<file path="src/rtl/uart_rx_if.sv">
// UART receive data interface: received word, status flags and consumer ack.
// master = receiver (drives data/status), slave = consumer (drives Data_Ack).
interface uart_rx_if #(
  parameter int DATA_BITS = 8
);
  logic [DATA_BITS-1:0] Data_Out;
  logic                 Data_Valid;
  logic                 Data_Ack;
  logic                 Framing_Error;
  logic                 Overrun;

  modport master (
    output Data_Out,
    output Data_Valid,
    output Framing_Error,
    output Overrun,
    input  Data_Ack
  );

  modport slave (
    input  Data_Out,
    input  Data_Valid,
    input  Framing_Error,
    input  Overrun,
    output Data_Ack
  );
endinterface

</file>
<file path="src/rtl/uart_rx.sv">
// Oversampling UART receiver: Clock/Reset_n/Sample_Tick/RX in, Busy out,
// word + Data_Valid/Framing_Error/Overrun via rx_if (master), Data_Ack in.
module uart_rx #(
  parameter int OVERSAMPLE = 16,
  parameter int DATA_BITS  = 8
) (
  input  logic Clock,
  input  logic Reset_n,
  input  logic Sample_Tick,
  input  logic RX,
  output logic Busy,
  uart_rx_if.master rx_if
);

  localparam int TW = $clog2(OVERSAMPLE);
  localparam int BW = (DATA_BITS > 1) ? $clog2(DATA_BITS) : 1;

  // Detection tick counts as tick 0 of the start bit, so the
  // start-bit check lands on tick OVERSAMPLE/2-1 (mid-bit).
  localparam logic [TW-1:0] T_MID  = TW'(OVERSAMPLE/2 - 2);
  localparam logic [TW-1:0] T_LAST = TW'(OVERSAMPLE - 1);
  localparam logic [BW-1:0] B_LAST = BW'(DATA_BITS - 1);

  typedef enum logic [2:0] {
    S_IDLE,
    S_START,
    S_DATA,
    S_STOP,
    S_BREAK
  } state_e;

  logic [1:0]           sync_q;
  logic                 rx_s;
  state_e               state_q, state_d;
  logic [TW-1:0]        tcnt_q, tcnt_d;
  logic [BW-1:0]        bcnt_q, bcnt_d;
  logic [DATA_BITS-1:0] shift_q, shift_d;
  logic                 done_q, done_d;
  logic                 fe_q, fe_d;
  logic [DATA_BITS-1:0] dout_q, dout_d;
  logic                 dv_q, dv_d;
  logic                 ovr_q, ovr_d;

  assign rx_s = sync_q[1];

  always_ff @(posedge Clock or negedge Reset_n) begin
    if (!Reset_n) begin
      sync_q <= 2'b11;
    end else begin
      sync_q <= {sync_q[0], RX};
    end
  end

  always_comb begin
    state_d = state_q;
    tcnt_d  = tcnt_q;
    bcnt_d  = bcnt_q;
    shift_d = shift_q;
    done_d  = 1'b0;
    fe_d    = 1'b0;
    if (Sample_Tick) begin
      unique case (state_q)
        S_IDLE: begin
          if (!rx_s) begin
            state_d = S_START;
            tcnt_d  = '0;
          end
        end
        S_START: begin
          if (tcnt_q == T_MID) begin
            tcnt_d  = '0;
            bcnt_d  = '0;
            state_d = rx_s ? S_IDLE : S_DATA;
          end else begin
            tcnt_d = tcnt_q + 1'b1;
          end
        end
        S_DATA: begin
          if (tcnt_q == T_LAST) begin
            tcnt_d  = '0;
            shift_d = {rx_s, shift_q[DATA_BITS-1:1]};
            if (bcnt_q == B_LAST) begin
              state_d = S_STOP;
            end else begin
              bcnt_d = bcnt_q + 1'b1;
            end
          end else begin
            tcnt_d = tcnt_q + 1'b1;
          end
        end
        S_STOP: begin
          if (tcnt_q == T_LAST) begin
            tcnt_d = '0;
            if (rx_s) begin
              done_d  = 1'b1;
              state_d = S_IDLE;
            end else begin
              fe_d    = 1'b1;
              state_d = S_BREAK;
            end
          end else begin
            tcnt_d = tcnt_q + 1'b1;
          end
        end
        S_BREAK: begin
          if (rx_s) begin
            state_d = S_IDLE;
          end
        end
        default: begin
          state_d = S_IDLE;
        end
      endcase
    end
  end

  // A frame completing while the previous word is still pending is an
  // overrun, unless the consumer acks in that very cycle.
  always_comb begin
    dout_d = dout_q;
    dv_d   = dv_q;
    ovr_d  = ovr_q;
    if (done_q) begin
      dout_d = shift_q;
      dv_d   = 1'b1;
      if (dv_q && !rx_if.Data_Ack) begin
        ovr_d = 1'b1;
      end
    end else if (dv_q && rx_if.Data_Ack) begin
      dv_d = 1'b0;
    end
  end

  always_ff @(posedge Clock or negedge Reset_n) begin
    if (!Reset_n) begin
      state_q <= S_IDLE;
      tcnt_q  <= '0;
      bcnt_q  <= '0;
      shift_q <= '0;
      done_q  <= 1'b0;
      fe_q    <= 1'b0;
      dout_q  <= '0;
      dv_q    <= 1'b0;
      ovr_q   <= 1'b0;
    end else begin
      state_q <= state_d;
      tcnt_q  <= tcnt_d;
      bcnt_q  <= bcnt_d;
      shift_q <= shift_d;
      done_q  <= done_d;
      fe_q    <= fe_d;
      dout_q  <= dout_d;
      dv_q    <= dv_d;
      ovr_q   <= ovr_d;
    end
  end

  assign Busy                = (state_q != S_IDLE);
  assign rx_if.Data_Out      = dout_q;
  assign rx_if.Data_Valid    = dv_q;
  assign rx_if.Framing_Error = fe_q;
  assign rx_if.Overrun       = ovr_q;

endmodule

</file>
<file path="src/flat_wrapper.sv">
// flat-port wrapper written by rule: the top's interface ports become plain ports
module uart_rx_flat 
#(
  parameter int OVERSAMPLE = 16,
  parameter int DATA_BITS  = 8
)
  (Clock, Reset_n, Sample_Tick, RX, Busy, rx_if_Data_Out, rx_if_Data_Valid, rx_if_Framing_Error, rx_if_Overrun, rx_if_Data_Ack);
  uart_rx_if #(.DATA_BITS(DATA_BITS)) rx_if_i ();
  input  logic Clock;
  input  logic Reset_n;
  input  logic Sample_Tick;
  input  logic RX;
  output logic Busy;
  output wire logic [$bits(rx_if_i.Data_Out)-1:0] rx_if_Data_Out;
  output wire logic [$bits(rx_if_i.Data_Valid)-1:0] rx_if_Data_Valid;
  output wire logic [$bits(rx_if_i.Framing_Error)-1:0] rx_if_Framing_Error;
  output wire logic [$bits(rx_if_i.Overrun)-1:0] rx_if_Overrun;
  input wire logic [$bits(rx_if_i.Data_Ack)-1:0] rx_if_Data_Ack;
  assign rx_if_Data_Out = rx_if_i.Data_Out;
  assign rx_if_Data_Valid = rx_if_i.Data_Valid;
  assign rx_if_Framing_Error = rx_if_i.Framing_Error;
  assign rx_if_Overrun = rx_if_i.Overrun;
  assign rx_if_i.Data_Ack = rx_if_Data_Ack;
  uart_rx #(.OVERSAMPLE(OVERSAMPLE), .DATA_BITS(DATA_BITS)) u_core (.Clock(Clock), .Reset_n(Reset_n), .Sample_Tick(Sample_Tick), .RX(RX), .Busy(Busy), .rx_if(rx_if_i));
endmodule
</file>
<file path="config.mk">
export PLATFORM = sky130hd
export DESIGN_NAME = uart_rx_flat
export DESIGN_NICKNAME = d
export VERILOG_FILES = /design/src/rtl/uart_rx_if.sv /design/src/rtl/uart_rx.sv /design/src/flat_wrapper.sv
export SDC_FILE = /design/constraint.sdc
export NUM_CORES = 1
export LEC_CHECK = 0
export CORE_MARGIN = 2
export CORE_UTILIZATION = 54
export CTS_CLUSTER_SIZE = 20
export DETAILED_ROUTE_END_ITERATION = 6
export GPL_TIMING_DRIVEN = 0
export PLACE_DENSITY_LB_ADDON = 0.25
export SKIP_LAST_GASP = 1
export SLEW_MARGIN = 20
export SYNTH_ARGS = -nofsm -noshare
export SYNTH_HDL_FRONTEND = slang
export SYNTH_SLANG_ARGS = --single-unit
</file>
<file path="constraint.sdc">
create_clock -name Clock -period 1.9 [get_ports Clock]
set_input_delay 0.285 -clock Clock [delete_from_list [all_inputs] [get_ports Clock]]
set_output_delay 0.285 -clock Clock [all_outputs]
set_load 0.05 [all_outputs]
</file>
==> flow_summary.yaml <==
die:
  dieHeight_um: 55.6
  rows: 18
  initial_core_util_pct: 57.5
  core_mm2: 0.00250
  die_w_um: 55.6
  dieArea_mm2: 0.00309
  io-pin-count: 17
pwr:
  p_comb_share_pct: 35.5
  fin_total_pwr_uw: 1980
  power.share.switching_pct: 35.7
  p_leak_uw: 0.000828
  powerDensity_mw_per_mm2: 1170
  pwr-share-seq_pct: 44.1
  vdd_drop_max_mv: 1.06
  intPower_uw: 1270
  power_frac_clock_pct: 20.4
  p_switching_uw: 709
finish:
  area_growth_pct: 18.4
  fin_nets: 145
  n_fill_cell: 186
  final_layout_size_suffix_gt1_share_pct: 29.2
  diodes: 0
  finalCoreUtilization_pct: 68.1
outcome:
  status: "completed"
critical_path:
  crit_path_cell_trace: "clkdlybuf4s50_1"
  regToRegStartpoint: "u_core.tcnt_q[1]$_DFFE_PN0P_"
  crit_family: "buffers and inverters"
  cp_slowest_cell: "clkdlybuf4s50_1"
  critPathKind: "flop to output pin"
  cp_max_fo: 3
  critical_path_required_ns: 1.62
  reg2reg_slack_ns: 0.11
  slowest_delay_ns: 0.82
  worstSetupStartpointType: "flop"
  reg2reg_depth: 5
  critPathArrivalTime_ns: 1.53
  path_buf_inv: 1
  r2r_end: "u_core.state_q[0]$_DFFE_PN0P_"
  critPathCaptureType: "output pin"
yosys:
  yosysMostFrequentCell: "dfrtp_1"
  yosysWarnings: 0
  yosys.area.top_type: "dfrtp_1"
  async_flop_share_pct: 100
  ys_types: 36
  yosys_register_bits: 32
  synth_ff_type: "dfrtp_1"
  synth.avg_cell_area_um2: 12.8
  synth_edf_count: 0
  synthesis.nets: 121
  netlist_instances: 112
  ys_seq_area_share_pct: 55.9
  syn_area_mm2: 0.00144
  yosys-top-cells-count: "dfrtp_1 (30), mux2_2 (17), inv_1 (9)"
  synth_top_cell_area_share_pct: 52.2
  synthTopCellsByArea: "dfrtp_1 (52%), mux2_2 (13%), dfstp_2 (3.7%), ha_1 (3.5%), inv_1 (2.3%)"
clock_network:
  insertion_delay_ns: 0.33
  cts_tree: "yes"
  cts.sinks: 32
  cts-root-buf: "clkbuf_4"
  htree_levels: 2
  clk_path_buf_depth: 2
  clkTransAtPathRegs_ns: 0.09
  cts_buffers: 5
sta:
  whs_ns: 0.353
  relSlewSlack_pct: 53.9
  min_period_ns: 1.81
  rsz0062_at_grt: "false"
  hold_viol_final: 0
  timing.setup.tns_ns: 0
  fin_skew_ns: 0.00617
  fmax_mhz: 551
  setup_violations: 0
  min_period_over_period_pct: 95.5
  worst_slew_pin_slew_ns: 0.691
  slew_violations: 0
placement:
  dp.final_hpwl_um: 1590
  gp_congestion: 0.844
  port_buffers: 16
min_path:
  hold_end: "u_core.sync_q[0]$_DFF_PN1_"
  hold_depth: 1
  hold_start: "RX"
  min_path_type: "input pin to flop"
global_routing:
  grt_pass1_wl_um: 4070
  antenna_found_initial: 0
  grt_max_degree: 33
  globalRoute.totalOverflow: 0
  grt_usage_pct: 17.0
  grt_pass1_vias: 927
detailed_routing:
  dr.pass1.iters: 4
  viasPerCell: 5.49
  dr.first_iter.drc_count: 17
  drc: 0
  via_count: 916
  routed_wl_um: 2280
  postRouteAntennaNets: 0
  routedWlPerCell_um: 13.7
flow_run:
  cap_violations: 0
what timing repair did:
action / CTS / global route
setup endpoints to repair: 1 / 1
hold buffers: 1 / 0
cloned: 0 / 0
buffers inserted: 0 / 0
hold endpoints to repair: 24 / 0
resized for setup: 3 / 3
worst max path at each step:
| stage | startpoint | to | cells past startpoint |
|---|---|---|---|
| after CTS | u_core.state_q[1]$_DFFE_PN0P_ | Busy | 4 |
| after detailed placement | u_core.state_q[1]$_DFFE_PN0P_ | Busy | 4 |
| after floorplan | u_core.tcnt_q[1]$_DFFE_PN0P_ | u_core.state_q[0]$_DFFE_PN0P_ | 5 |
| after global routing | u_core.rx_if.Data_Valid$_DFFE_PN0P_ | rx_if_Data_Valid | 1 |
| after global placement | Reset_n | u_core.rx_if.Data_Out[4]$_DFFE_PN0P_ | 1 |
| final | u_core.rx_if.Data_Valid$_DFFE_PN0P_ | rx_if_Data_Valid | 1 |
power by group through the flow:
stage | registers, uW | clock network, uW | logic, uW
after floorplan | 865 | 0 | 569
after global placement | 879 | 0 | 679
after detailed placement | 887 | 0 | 708
after CTS | 875 | 418 | 708
after global routing | 893 | 450 | 778
final | 875 | 404 | 705
sequential cells by signal (all words and copies together), names as in the netlist:
register / cells
u_core.bcnt_q: 3
u_core.rx_if.Data_Valid: 1
u_core.done_q: 1
u_core.tcnt_q: 4
u_core.rx_if.Overrun: 1
u_core.shift_q: 8
u_core.rx_if.Data_Out: 8
u_core.state_q: 3
u_core.sync_q: 2
u_core.rx_if.Framing_Error: 1
kinds of logic (layout without fill, tap and decap cells):
family | after synthesis | count (layout) | share of synthesized area [%]
buffers and inverters | 12 | 37 | 3.92
AOI/OAI and AO/OA | 14 | 14 | 7.22
DFF | 32 | 32 | 55.9
xor gates and xnor gates | 2 | 2 | 1.22
adders and majority gates | 4 | 4 | 3.48
and+or+nand+nor | 26 | 26 | 11.1
muxes | 22 | 22 | 17.2
layer usage:
layer / wire length [um] / vias up / track usage, %
li1: - / 447 / -
met1: 1100 / 450 / 22.3
met2: 1050 / 17 / 25.0
met3: 119 / 2 / 7.21
met4: 6 / 0 / 6.27
met5: 0 / - / 0
area by class of cell:
class | instances | area [um2] | share of cell area (%)
multi-input cells | 68 | 583 | 34.3
repair buffers | 17 | 160 | 9.41
inverters | 9 | 33.8 | 1.99
clock inverters | 2 | 10.0 | 0.588
flip-flops and latches | 32 | 803 | 47.2
plain buffers | 3 | 22.5 | 1.32
clock buffers | 6 | 51.3 | 3.01
well taps | 30 | 37.5 | 2.21
cell usage in the layout (no fill, tap or decap), types with 2 or more instances in the layout:
master	Yosys	final
mux2i_1	3	3
xnor2_1	2	2
nor4_1	2	2
mux2_2	17	17
a21o_1	3	3
a21oi_1	2	2
clkbuf_4	0	5
dfstp_2	2	2
dfrtp_1	30	30
clkinv_2	0	2
o22ai_1	2	2
inv_1	9	9
nor3b_2	2	2
ha_1	4	4
clkdlybuf4s50_1	0	14
nand2_1	6	6
nand3_1	2	2
buf_2	0	2
nor2_1	4	4
metrics by stage:
step | area, um2 | cells | setup WS [ns]
2_1_floorplan | 1440 | 112 | 0.223
3_5_place_dp | 1630 | 158 | 0.0302
4_1_cts | 1700 | 167 | 0.0129
6_report | 1700 | 167 | 0.0864
3_3_place_gp | 1640 | 158 | -0.0209
5_1_grt | 1700 | 167 | 0.00706
(Power assumes the default switching activity.)
